**src/rtl/fft_pkg.sv**
```systemverilog
// Shared definitions for the FFT pipeline: default sample width, bank states,
// complex-sample struct and the LOG2N-bit bit-reversal helper.
package fft_pkg;

  localparam int DATA_W_DEF = 16;
  localparam int LOG2N_MAX  = 10;

  typedef enum logic {
    FILLING  = 1'b0,
    DRAINING = 1'b1
  } bank_state_t;

  typedef struct packed {
    logic signed [DATA_W_DEF-1:0] re;
    logic signed [DATA_W_DEF-1:0] im;
  } cplx_t;

  // Reverses the low log2n bits of k; bits at and above log2n return as zero.
  function automatic logic [LOG2N_MAX-1:0] bitrev(input logic [LOG2N_MAX-1:0] k,
                                                  input int log2n);
    logic [LOG2N_MAX-1:0] r;
    r = '0;
    for (int b = 0; b < LOG2N_MAX; b++) begin
      if (b < log2n) r[b] = k[log2n-1-b];
    end
    return r;
  endfunction

endpackage

```
**src/rtl/fft_reorder_bank.sv**
```systemverilog
// One N-entry sample bank of the reorder buffer: synchronous write port,
// asynchronous read port and a FILLING/DRAINING state exposed as the full flag.
module fft_reorder_bank
  import fft_pkg::*;
#(
  parameter int DATA_W = DATA_W_DEF,
  parameter int LOG2N  = 5
) (
  input  logic                clk,
  input  logic                rst,
  input  logic                flush,
  input  logic                wr_en,
  input  logic [LOG2N-1:0]    wr_addr,
  input  logic [2*DATA_W-1:0] wr_data,
  input  logic                set_full,
  input  logic                clr_full,
  input  logic [LOG2N-1:0]    rd_addr,
  output logic [2*DATA_W-1:0] rd_data,
  output logic                full
);

  localparam int N = 1 << LOG2N;

  logic [2*DATA_W-1:0] mem [N];
  bank_state_t         state_q, state_d;

  // NOTE: the array is reset so the first read after reset returns zero;
  // flush deliberately leaves the contents alone and only retires the flag.
  always_ff @(posedge clk or negedge rst) begin
    if (!rst) begin
      for (int a = 0; a < N; a++) mem[a] <= '0;
    end else if (wr_en) begin
      mem[wr_addr] <= wr_data;
    end
  end

  // NOTE: state registers use non-blocking assignment so every flop samples
  // the pre-edge value of its neighbours regardless of block ordering.
  always_ff @(posedge clk or negedge rst) begin
    if (!rst) state_q <= FILLING;
    else      state_q <= state_d;
  end

  // NOTE: state_d takes its hold value first so no path leaves it unassigned,
  // which would otherwise infer a latch.
  always_comb begin
    state_d = state_q;
    if (flush) begin
      state_d = FILLING;
    end else begin
      case (state_q)
        FILLING:  if (set_full) state_d = DRAINING;
        DRAINING: if (clr_full) state_d = FILLING;
      endcase
    end
  end

  assign full    = (state_q == DRAINING);
  assign rd_data = mem[rd_addr];

endmodule

```
**src/rtl/fft_reorder_buf.sv**
```systemverilog
// Ping-pong bit-reversal reorder buffer: bit-reversed-order samples in, natural
// order out. Optional frame counter port enabled by FFT_REORDER_FRAME_CNT_EN.
module fft_reorder_buf
  import fft_pkg::*;
#(
  parameter int DATA_W = DATA_W_DEF,
  parameter int LOG2N  = 5
) (
  input  logic                     clk,
  input  logic                     rst,
  input  logic                     flush,
  input  logic                     in_valid,
  output logic                     in_ready,
  input  logic signed [DATA_W-1:0] in_r,
  input  logic signed [DATA_W-1:0] in_i,
  output logic                     out_valid,
  input  logic                     out_ready,
  output logic signed [DATA_W-1:0] out_r,
  output logic signed [DATA_W-1:0] out_i,
  output logic [LOG2N-1:0]         out_idx,
  output logic                     out_last
`ifdef FFT_REORDER_FRAME_CNT_EN
  ,
  output logic [15:0]              frame_cnt
`endif
);

  localparam logic [LOG2N-1:0] LAST = '1;

  logic               wb, rb;
  logic [LOG2N-1:0]   wr_cnt, rd_cnt;
  logic [LOG2N-1:0]   wr_addr;
  logic [1:0]         full;
  logic [2*DATA_W-1:0] rd_data [2];
  logic               acc, xfer, wr_wrap, rd_wrap;

  assign in_ready  = !full[wb];
  assign out_valid = full[rb];
  assign acc       = in_valid && in_ready;
  assign xfer      = out_valid && out_ready;
  assign wr_wrap   = acc && (wr_cnt == LAST);
  assign rd_wrap   = xfer && (rd_cnt == LAST);
  assign wr_addr   = LOG2N'(bitrev(LOG2N_MAX'(wr_cnt), LOG2N));

  assign {out_r, out_i} = rd_data[rb];
  assign out_idx        = rd_cnt;
  assign out_last       = out_valid && (rd_cnt == LAST);

  for (genvar g = 0; g < 2; g++) begin : g_bank
    fft_reorder_bank #(
      .DATA_W (DATA_W),
      .LOG2N  (LOG2N)
    ) u_bank (
      .clk      (clk),
      .rst      (rst),
      .flush    (flush),
      .wr_en    (acc && !flush && (wb == 1'(g))),
      .wr_addr  (wr_addr),
      .wr_data  ({in_r, in_i}),
      .set_full (wr_wrap && !flush && (wb == 1'(g))),
      .clr_full (rd_wrap && !flush && (rb == 1'(g))),
      .rd_addr  (rd_cnt),
      .rd_data  (rd_data[g]),
      .full     (full[g])
    );
  end

  // Counters wrap naturally at N; pointers flip on the last sample of a frame.
  always_ff @(posedge clk or negedge rst) begin
    if (!rst) begin
      wb     <= 1'b0;
      rb     <= 1'b0;
      wr_cnt <= '0;
      rd_cnt <= '0;
    end else if (flush) begin
      wb     <= 1'b0;
      rb     <= 1'b0;
      wr_cnt <= '0;
      rd_cnt <= '0;
    end else begin
      if (acc)     wr_cnt <= wr_cnt + 1'b1;
      if (wr_wrap) wb     <= ~wb;
      if (xfer)    rd_cnt <= rd_cnt + 1'b1;
      if (rd_wrap) rb     <= ~rb;
    end
  end

`ifdef FFT_REORDER_FRAME_CNT_EN
  always_ff @(posedge clk or negedge rst) begin
    if (!rst)                  frame_cnt <= '0;
    else if (flush)            frame_cnt <= '0;
    else if (xfer && out_last) frame_cnt <= frame_cnt + 16'd1;
  end
`endif

endmodule

```
**config.mk**
```make
export PLATFORM = sky130hd
export DESIGN_NAME = fft_reorder_buf
export DESIGN_NICKNAME = d
export VERILOG_FILES = /design/src/rtl/fft_pkg.sv /design/src/rtl/fft_reorder_bank.sv /design/src/rtl/fft_reorder_buf.sv
export SDC_FILE = /design/constraint.sdc
export NUM_CORES = 2
export LEC_CHECK = 0
export CAP_MARGIN = 20
export CELL_PAD_IN_SITES_DETAIL_PLACEMENT = 1
export CELL_PAD_IN_SITES_GLOBAL_PLACEMENT = 2
export CORE_ASPECT_RATIO = 0.7
export CORE_MARGIN = 5
export CORE_UTILIZATION = 30
export CTS_CLUSTER_DIAMETER = 50
export DETAILED_ROUTE_END_ITERATION = 10
export GPL_ROUTABILITY_DRIVEN = 0
export PLACE_DENSITY = 0.56
export SYNTH_ARGS = -nofsm -noshare
export SYNTH_HDL_FRONTEND = slang
export SYNTH_HIERARCHICAL = 1
export SYNTH_SLANG_ARGS = --single-unit
```
**constraint.sdc**
```tcl
create_clock -name clk -period 2.8 [get_ports clk]
set_input_delay 0.28 -clock clk [delete_from_list [all_inputs] [get_ports clk]]
set_output_delay 0.28 -clock clk [all_outputs]
set_load 0.02 [all_outputs]
```
==> qor.yml <==
status: "finished, violations left"
synth_cells: 7017
tightestPinTransition_ps: 990
required_ps: 2520
cts.sinks: 2062
drt_iter0_markers: 3330
fp.dieW_um: 687
io-pin-count: 77
cp.arrival_ps: 3420
hpwl_um: 210000
synth-compound-area-share_pct: 4.19
crit_fanout: 11
fillerInstances: 32600
p_leak_nw: 54.5
grt_pass1_vias: 66800
cts.root.buffer_cell: "clkbuf_16"
syn_area_um2: 96200
grt.total_usage_pct: 19.7
synthAdderAreaFrac_pct: 0.0520
max-clock-path-buffers: 4
synth.area.mux_share_pct: 35.1
worst_clock_skew_ps: 40.1
critPathKind: "flop to output pin"
startpoint: "out_idx[1]"
drt_wl_total_um: 333000
maxSlewHeadroom_pct: 34.0
area_growth_pct: 23.8
ys_ff_latch: 2062
grt_max_degree: 115
min_path_type: "input port to flop"
yosysTopAreaCell: "dfrtp_1"
remaining_drc_errors: 0
endpoint_kind: "output pin"
place_area_um2: 107000
yosysWarnings: 6
row_count: 173
insertion_delay_ps: 890
finalMaxSlewViolations: 0
drt-vias-per-instance: 5.11
drt_pass1_iterations: 5
synth_top_cells_by_count: "dfrtp_1, mux2_2, mux2i_1"
numCtsBuffers: 234
cts_tree: "built"
hold_slack_ps: 90.2
synth_area_per_cell_um2: 13.7
drtAntennaViolNets: 0
worstHoldStart: "in_r[4]"
synth_top_family_by_area: "multiplexers"
layout.nets: 7614
yosysTopAreaCellShare_pct: 53.7
synth_flop_cell: "dfrtp_1"
synth_edf_count: 0
max_freq_ghz: 0.270
drive_gt1_share_pct: 46.5
die_h_um: 484
violations: "negative setup slack"
antenna_found_initial: 4
ys_seq_area_share_pct: 53.7
max-vdd-ir-drop_v: 0.000502
hold_violations: 0
num_vias: 61200
setup_viol: 33
pwr_density_cell_nw_per_um2: 561
ys_async_sr_fraction_pct: 100
layout_min_cycle_time_ps: 3700
synth_nets: 7058
yosysMostFrequentCell: "dfrtp_1"
rsz0062_at_grt: "true"
min_period_over_period_pct: 132
h-tree-depth: 4
synth.area.top_cells: "dfrtp_1, mux2_2, mux2i_1, a22oi_1, buf_6"
synth.distinct_cells: 41
reg2reg_from: "wb"
io_buffer_count: 76
fp.coreArea_um2: 318000
fin_ws_ps: -900
floorplan.initialDensity_pct: 30.2
yosys.area_share.simple_pct: 3.16
grt_overflow: 0
max_cap_viol_count: 0
post-route-cell-area_um2: 119000
dieArea_um2: 332000
synthXorXnorAreaFrac_pct: 0
critPathLaunchType: "flop"
routedWlPerCell_um: 27.8
grt_pass1_wl_um: 489000
path_clk_slew_ps: 60
## metrics by stage
stage	utilization [%]	worst slack [ps]	TNS (ps)	power [mW]	cells
final	37.4	-900	-26310	66.8	12000
after global routing	37.4	-1030	-30600	69.4	12000
after CTS	36.8	-1080	-30110	67.8	11900
after detailed placement	33.5	-792	-41000	34.9	11400
after global placement	33.5	-796	-29870	34.8	11400
after floorplan	-	76.7	0	32.7	7017
## registers in the layout (all words and copies together), names as in the netlist
name                flops
g_bank.u_bank/mem    2048
out_idx                 5
wr_cnt                  5
g_bank.u_bank/full      2
rb                      1
wb                      1
## cells by family (layout without fill, tap and decap cells)
kind of cell	count (synthesis)	count (layout)
mux	3109	3109
flops	2062	2062
buf+inv	649	1387
compound gates	597	597
simple gates	596	596
fa+ha+maj	4	4
other cells	0	3
## timing repair
item | CTS | global route
setup buffers | 68 | 88
endpoints found under the setup margin | 66 | 152
endpoints found under the hold margin | 1132 | 25
cloned | 21 | 14
hold buffers | 8 | 2
resized for setup | 370 | 185
pin swaps | 59 | 88
## cells in the final DEF, fill, tap and decap left out, drive strengths merged, types with 8 or more instances in the layout
cell type,n
buf,923
nor3b,9
dlygate4sd3,10
bufbuf,8
nand2,234
clkinvlp,18
nand3b,9
a31oi,64
nor3,68
mux2i,1028
a21oi,203
bufinv,25
a22oi,192
o21ai,10
nor2,39
nand3,199
clkinv,41
clkbuf,337
a22o,128
dfrtp,2062
inv,16
mux2,2081
## per-layer routing
metal / routed length [um] / GRT usage (%)
met4: 5100 / 3.37
met2: 146000 / 29.7
met1: 172000 / 30.4
met5: 0 / 0
met3: 9420 / 2.26
## critical path, cell delays in order, from the launching register on
cell     delay, ps
dfrtp_4        430
buf_12         170
buf_8          190
buf_16         180
buf_16         170
mux2i_1        220
a22o_1         180
nor3_1          70
a31oi_1        150
nand3_1        170
mux2_2         350
buf_4          170
## layout make-up
type / instances / area [um^2] / area share, %
Antenna cell: 3 / 7.51 / 0.00631
Clock buffer: 324 / 6760 / 5.68
Clock inverter: 94 / 1220 / 1.03
Inverter: 6 / 26.3 / 0.0221
Multi-Input combinational cell: 4306 / 42300 / 35.6
Sequential cell: 2062 / 51600 / 43.4
Tap cell: 4200 / 5260 / 4.42
Timing Repair Buffer: 963 / 11800 / 9.90
## final timing paths
check	end	cells after the start	slack, ps
setup / recovery	out_i[3]	11	-900
hold / removal	g_bank[0].u_bank/mem[884]	2	90
setup reg to reg	g_bank[0].u_bank/mem[372]	9	80
hold reg to reg	g_bank[1].u_bank/mem[17]	1	480
max in group asynchronous	g_bank[1].u_bank/mem[701]	4	630
min in group asynchronous	g_bank[1].u_bank/mem[772]	3	540
## power by group
group / internal (mW) / switching, mW
clock network: 19.1 / 13.1
logic: 1.58 / 2.38
registers: 30.3 / 0.271
total: 51.0 / 15.8
Note: power is estimated with default switching activity, not from simulation.
